`config.mk`:
```
export PLATFORM = sky130hd
export DESIGN_NAME = mem_port_arbiter
export DESIGN_NICKNAME = d
export VERILOG_FILES = /design/src/rtl/mem_port_arbiter_pkg.sv /design/src/rtl/mem_lane_align.sv /design/src/rtl/mem_port_arbiter.sv
export SDC_FILE = /design/constraint.sdc
export NUM_CORES = 1
export LEC_CHECK = 0
export ABC_AREA = 1
export ABC_CLOCK_PERIOD_IN_PS = 2050
export CAP_MARGIN = 20
export CORE_ASPECT_RATIO = 0.75
export CORE_UTILIZATION = 43
export DETAILED_ROUTE_END_ITERATION = 6
export PLACE_DENSITY = 0.81
export SETUP_SLACK_MARGIN = 0.05
export SYNTH_ARGS = -nofsm -noshare
export SYNTH_HDL_FRONTEND = slang
export SYNTH_SLANG_ARGS = --single-unit
```
`constraint.sdc`:
```
create_clock -name clk -period 2.05 [get_ports clk]
set_clock_uncertainty 0.05 [all_clocks]
set_input_delay 0.205 -clock clk [delete_from_list [all_inputs] [get_ports clk]]
set_output_delay 0.205 -clock clk [all_outputs]
set_load 0.05 [all_outputs]
```
`src/rtl/mem_port_arbiter_pkg.sv`:
```
// mem_port_arbiter_pkg: access size and arbiter state encodings plus alignment helpers
package mem_port_arbiter_pkg;
    localparam logic [1:0] SIZE_BYTE = 2'b00;
    localparam logic [1:0] SIZE_HALF = 2'b01;
    localparam logic [1:0] SIZE_WORD = 2'b10;

    typedef enum logic [2:0] {
        ARB_IDLE,
        ARB_ISSUE,
        ARB_WAIT,
        ARB_CAPTURE,
        ARB_RESP
    } arb_state_e;

    function automatic logic [1:0] align_lo(input logic [1:0] size, input logic [1:0] lo);
        return size == SIZE_BYTE ? lo : size == SIZE_HALF ? {lo[1], 1'b0} : 2'b00;
    endfunction

    function automatic logic misaligned(input logic [1:0] size, input logic [1:0] lo);
        return size == SIZE_BYTE ? 1'b0 : size == SIZE_HALF ? lo[0] : |lo;
    endfunction
endpackage

```
`src/rtl/mem_lane_align.sv`:
```
// mem_lane_align: byte-enable generation, store lane replication, load lane extraction/extension
module mem_lane_align
    import mem_port_arbiter_pkg::*;
(
    input  logic [1:0]  size,
    input  logic        uns,
    input  logic [1:0]  lo,
    input  logic [31:0] wdata,
    input  logic [31:0] rdata,
    output logic [3:0]  be,
    output logic [31:0] wdata_rep,
    output logic [31:0] rdata_ext
);
    logic [7:0]  rbyte;
    logic [15:0] rhalf;

    // reserved size 11 falls through to the word case everywhere
    always_comb begin
        be        = size == SIZE_BYTE ? 4'b0001 << lo : size == SIZE_HALF ? (lo[1] ? 4'b1100 : 4'b0011) : 4'b1111;
        wdata_rep = size == SIZE_BYTE ? {4{wdata[7:0]}} : size == SIZE_HALF ? {2{wdata[15:0]}} : wdata;
        rbyte     = rdata[{lo, 3'b000} +: 8];
        rhalf     = lo[1] ? rdata[31:16] : rdata[15:0];
        rdata_ext = size == SIZE_BYTE ? {{24{~uns & rbyte[7]}}, rbyte} :
                    size == SIZE_HALF ? {{16{~uns & rhalf[15]}}, rhalf} : rdata;
    end
endmodule

```
`src/rtl/mem_port_arbiter.sv`:
```
// mem_port_arbiter: fetch vs load/store arbiter for one fixed-latency memory port (option: MISALIGN_TRAP_EN)
module mem_port_arbiter
    import mem_port_arbiter_pkg::*;
#(
    parameter int MEM_LAT    = 1,
    parameter int STARVE_MAX = 4,
    parameter int ADDR_W     = 32
) (
    input  logic              clk,
    input  logic              rst,
    input  logic              if_req,
    input  logic [ADDR_W-1:0] if_addr,
    output logic              if_gnt,
    output logic              if_valid,
    output logic [31:0]       if_rdata,
    input  logic              d_req,
    input  logic              d_we,
    input  logic [1:0]        d_size,
    input  logic              d_unsigned,
    input  logic [ADDR_W-1:0] d_addr,
    input  logic [31:0]       d_wdata,
    output logic              d_gnt,
    output logic              d_valid,
    output logic [31:0]       d_rdata,
`ifdef MISALIGN_TRAP_EN
    output logic              d_misalign,
`endif
    output logic              mem_en,
    output logic              mem_we,
    output logic [ADDR_W-3:0] mem_addr,
    output logic [3:0]        mem_be,
    output logic [31:0]       mem_wdata,
    input  logic [31:0]       mem_rdata,
    output logic              stall
);
    localparam int SW = $clog2(STARVE_MAX + 1);
    localparam int CW = MEM_LAT > 2 ? $clog2(MEM_LAT - 1) : 1;

    arb_state_e        state_q, state_d;
    logic [SW-1:0]     starve_q;
    logic [CW-1:0]     wcnt_q;
    logic              cmd_d, cmd_we, cmd_uns, cmd_mis;
    logic [1:0]        cmd_size, cmd_lo;
    logic [ADDR_W-3:0] cmd_addr;
    logic [31:0]       cmd_wdata, rdata_q;
    logic [3:0]        be;
    logic [31:0]       wrep, rext;
    logic              arb, f_win, issue, resp, trap;
    logic              unused_ok;

    assign unused_ok = ^if_addr[1:0];

`ifdef MISALIGN_TRAP_EN
    assign trap       = d_gnt & misaligned(d_size, d_addr[1:0]);
    assign d_misalign = d_valid & cmd_mis;
`else
    assign trap = 1'b0;
`endif

    mem_lane_align u_align (
        .size      (cmd_size),
        .uns       (cmd_uns),
        .lo        (cmd_lo),
        .wdata     (cmd_wdata),
        .rdata     (rdata_q),
        .be        (be),
        .wdata_rep (wrep),
        .rdata_ext (rext)
    );

    // arbitration and output decode; data wins unless fetch has been starved STARVE_MAX times
    always_comb begin
        arb       = state_q == ARB_IDLE || state_q == ARB_RESP;
        f_win     = if_req & (~d_req | starve_q == SW'(STARVE_MAX));
        if_gnt    = arb & ~rst & f_win;
        d_gnt     = arb & ~rst & d_req & ~f_win;
        issue     = state_q == ARB_ISSUE;
        resp      = state_q == ARB_RESP;
        mem_en    = issue;
        mem_we    = issue & cmd_we;
        mem_addr  = issue ? cmd_addr : '0;
        mem_be    = issue ? be : 4'b0000;
        mem_wdata = issue ? wrep : 32'h0;
        if_valid  = resp & ~cmd_d;
        if_rdata  = if_valid ? rdata_q : 32'h0;
        d_valid   = resp & cmd_d;
        d_rdata   = d_valid & ~cmd_we & ~cmd_mis ? rext : 32'h0;
        stall     = (if_req & ~if_gnt) | (d_req & ~d_gnt) | ~arb;
    end

    // next-state logic; a trapped misaligned access skips the memory entirely
    always_comb begin
        state_d = state_q;
        unique case (state_q)
            ARB_IDLE, ARB_RESP: state_d = (if_gnt | d_gnt) ? (trap ? ARB_RESP : ARB_ISSUE) : ARB_IDLE;
            ARB_ISSUE:          state_d = cmd_we ? ARB_RESP : MEM_LAT == 1 ? ARB_CAPTURE : ARB_WAIT;
            ARB_WAIT:           state_d = wcnt_q == CW'(MEM_LAT - 2) ? ARB_CAPTURE : ARB_WAIT;
            ARB_CAPTURE:        state_d = ARB_RESP;
            default:            state_d = ARB_IDLE;
        endcase
    end

    // state, starve counter, latency counter, command latch on grant, read capture
    always_ff @(posedge clk) begin
        if (rst) begin
            state_q   <= ARB_IDLE;
            starve_q  <= '0;
            wcnt_q    <= '0;
            cmd_d     <= 1'b0;
            cmd_we    <= 1'b0;
            cmd_uns   <= 1'b0;
            cmd_mis   <= 1'b0;
            cmd_size  <= 2'b00;
            cmd_lo    <= 2'b00;
            cmd_addr  <= '0;
            cmd_wdata <= 32'h0;
            rdata_q   <= 32'h0;
        end else begin
            state_q <= state_d;
            if (if_gnt) begin
                starve_q <= '0;
            end else if (d_gnt & if_req) begin
                starve_q <= starve_q + 1'b1;
            end
            wcnt_q <= state_q == ARB_WAIT ? wcnt_q + 1'b1 : '0;
            if (if_gnt | d_gnt) begin
                cmd_d     <= d_gnt;
                cmd_we    <= d_gnt & d_we;
                cmd_uns   <= d_unsigned;
                cmd_mis   <= trap;
                cmd_size  <= d_gnt ? d_size : SIZE_WORD;
                cmd_lo    <= d_gnt ? align_lo(d_size, d_addr[1:0]) : 2'b00;
                cmd_addr  <= d_gnt ? d_addr[ADDR_W-1:2] : if_addr[ADDR_W-1:2];
                cmd_wdata <= d_wdata;
            end
            if (state_q == ARB_CAPTURE) begin
                rdata_q <= mem_rdata;
            end
        end
    end
endmodule

```
==> impl_metrics.py, run 1 <==
metrics = {
    "timing": {
        "finalHoldViolations": 0,
        "maxSlewHeadroom_pct": 68.0,
        "setup_viol": 13,
        "fmaxAchievable_mhz": 471,
        "slew_viol_final": 0,
        "setup_slack_ns": -0.0743,
        "tightest_slew_ns": 0.479,
        "rsz0062_at_grt": "true",
        "period_share_pct": 104,
        "fin_crit_ns": 2.12,
    },
    "routing": {
        "post_drt_wl_per_cell_um": 17.0,
        "viasPerCell": 5.23,
        "routed_wl_um": 25500,
        "drc": 0,
        "dr.pass1.iters": 6,
        "drtIter0Drc": 738,
        "postRouteAntennaNets": 0,
        "vias": 7835,
    },
    "synthesis": {
        "synthArstFlopShare_pct": 0,
        "synth_warnings": 0,
        "synth_top_area_share_pct": 34.2,
        "ys_seq_elements": 108,
        "synth_edf_count": 0,
        "synth_area_leaders": "dfxtp_1, nand2_1, a21oi_1",
        "syn-cell-area_sq_um": 6310,
        "ys_types": 29,
        "ys.flop_type": "dfxtp_1",
        "synth_cells": 1025,
        "synth_fp_nets": 1163,
        "synth_area_leader_cell": "dfxtp_1",
        "synth_area_per_cell_sq_um": 6.16,
        "yosysSeqAreaShare_pct": 34.2,
        "yosysMostFrequentCell": "nand2_1",
        "synth_common_cells": "nand2_1, nor2_1, inv_1, a21oi_1, dfxtp_1",
    },
    "placed_design": {
        "io_buffer_count": 270,
        "gp_congestion": 0.931,
        "hpwl_um": 17500,
        "place_ws_ns": 0.138,
    },
    "critical_path": {
        "path_max_fanout": 8,
        "cp_slowest_cell": "dfxtp_4",
        "start_kind": "flip-flop",
        "critPathTopFamily": "buffers and inverters",
        "crit_type": "flip-flop to output pin",
        "r2r_slack_ns": 0.22,
        "worstPathRequired_ns": 1.79,
        "cp.arrival_ns": 1.87,
        "critPathBufInv": 3,
        "slowest_delay_ns": 0.39,
        "cp_cell_sequence": "buf_4, nor2_1, buf_4, nand2_1, o21ai_0, o21ai_1, nand2_1, nor2_2, buf_12",
        "end_kind": "output pin",
    },
    "die": {
        "start_util_pct": 45.0,
        "fp.dieH_um": 107,
        "placementRows": 37,
        "io_pins": 273,
        "die_w_um": 142,
        "core_area_sq_um": 14000,
        "die_area_sq_um": 15200,
    },
    "finish": {
        "fin_nets": 1435,
        "syn_to_final_growth_pct": 83.0,
        "drive_gt1_share_pct": 27.0,
        "antenna_cells": 0,
        "final_util_pct": 82.4,
    },
    "worst_hold_path": {
        "hold_class": "input pin to flip-flop",
    },
    "cts": {
        "cts_max_level": 3,
        "clock_latency_ns": 0.34,
        "clk_pin_slew_worst_paths_ns": 0.08,
        "cts_tree": "done",
        "cts_inserted_buffers": 9,
        "postCtsHoldBufs": 0,
        "cts_root_buf": "clkbuf_16",
        "clock_path_buffers": 2,
        "clock_sinks": 108,
    },
    "global_route": {
        "grt_antenna_before_repair": 0,
        "grt_pass1_wl_um": 37000,
        "grt_overflow": 0,
        "grt_usage_pct": 31.3,
        "grt_pass1_vias": 7128,
        "grt_max_degree": 65,
    },
    "pwr": {
        "power_density_nw_per_um2": 530,
        "ir_drop_uv": 437,
        "power_leakage_nw": 4.73,
    },
    "job": {
        "cap_viol_max_count": 0,
    },
    "status": {
        "violations": "negative setup slack",
        "outcome": "complete, but fails checks",
    },
}
[layout make-up]
class	instances	area, sq um
repair buffers	330	4300
clock buffers	11	253
flip-flops and latches	108	2190
inverters	137	544
multi-input cells	711	3980
well taps	195	244
clock inverters	5	42.5
fillers	880	2470
[where the power goes]
part	total, mW	internal [mW]	switching, mW
Clock	1.76	0.907	0.853
Combinational	2.02	0.845	1.17
Sequential	2.35	2.26	0.0960
[layer usage]
layer / vias up / share of wire [%] / track usage [%]
met5: - / 0 / 0
met4: 0 / 1.7 / 6.99
met3: 44 / 11 / 8.71
met2: 381 / 46 / 50.5
met1: 3629 / 42 / 41.4
li1: 3781 / - / -
[registers in the layout (all words and copies together), names as in the netlist]
name       cells
starve_q       3
state_q        3
rdata_q       32
cmd_uns        1
wcnt_q         1
cmd_addr      30
cmd_lo         2
cmd_d          1
cmd_wdata     32
cmd_size       2
cmd_we         1
[cells in the final DEF (no fill, tap or decap), types with 2 or more instances in the layout]
cell type and count:
clkbuf_8 2, buf_2 2, nor3_4 3, inv_6 2, clkdlybuf4s50_1 132, nand2_1 217
clkinv_4 3, ha_1 2, dfxtp_4 7, a211oi_4 2, o21ai_1 15, o211ai_1 7
buf_6 30, o21ai_2 4, buf_8 13, inv_2 7, nor2_1 74, nor2_2 13
clkbuf_16 10, a21oi_1 118, nand3b_1 30, buf_4 51, nand2_8 4, inv_4 5
nand2_2 6, nand2_4 6, nand3_1 77, nor2_4 60, dfxtp_2 3, o21ai_0 50
a21oi_2 10, a21oi_4 2, inv_1 122, buf_12 100, nand4_1 4, dfxtp_1 98
[cells by family after synthesis]
group	count (synthesis)	share of synthesized area (%)
xor+xnor	1	0.139
simple gates	496	34.3
compound gates	211	17.1
fa+ha+maj	2	0.396
flops	108	34.2
buf+inv	207	13.8
[worst min-delay path: stages]
cell	delay [ns]
buf_2	0.11
inv_4	0.11
nand2_1	0.09
a21oi_1	0.03
[worst paths after layout]
kind | from | depth (start not counted) | end
worst max-delay path | cmd_lo[1] | 9 | d_rdata[0]
worst min-delay path | rst | 4 | cmd_addr[24]
worst max register to register | state_q[1] | 8 | starve_q[0]
worst min register to register | wcnt_q | 1 | wcnt_q
[stage by stage]
step                      instances  hold slack, ns  instance area [sq um]  total power, mW  setup TNS (ns)
after floorplan                1025           0.297                   6810             3.46           -1.85
final                          1497           0.194                  11600             6.13          -0.367
after global placement         1454           0.361                  10500             4.21               0
after global routing           1497           0.204                  11600             6.40           -2.34
after detailed placement       1454           0.357                  10500             4.25               0
after CTS                      1482           0.187                  11000             6.02          -0.282
[what timing repair did]
item,CTS,global route
pin swaps,11,28
endpoints found under the setup margin,73,86
endpoints found under the hold margin,0,0
gates resized for setup,36,127
gates cloned,1,3
setup buffers,11,12
No activity file was read; power rests on OpenSTA's default activity.
==> run 2, diff against run 1 <==
--- a/config.mk
+++ b/config.mk
@@ -16,3 +16,4 @@
 export SYNTH_ARGS = -nofsm -noshare
 export SYNTH_HDL_FRONTEND = slang
 export SYNTH_SLANG_ARGS = --single-unit
+export TNS_END_PERCENT = 100
==> results of run 2 <==
Same layout as run 1: the final DEF is identical, and so are final timing and power.
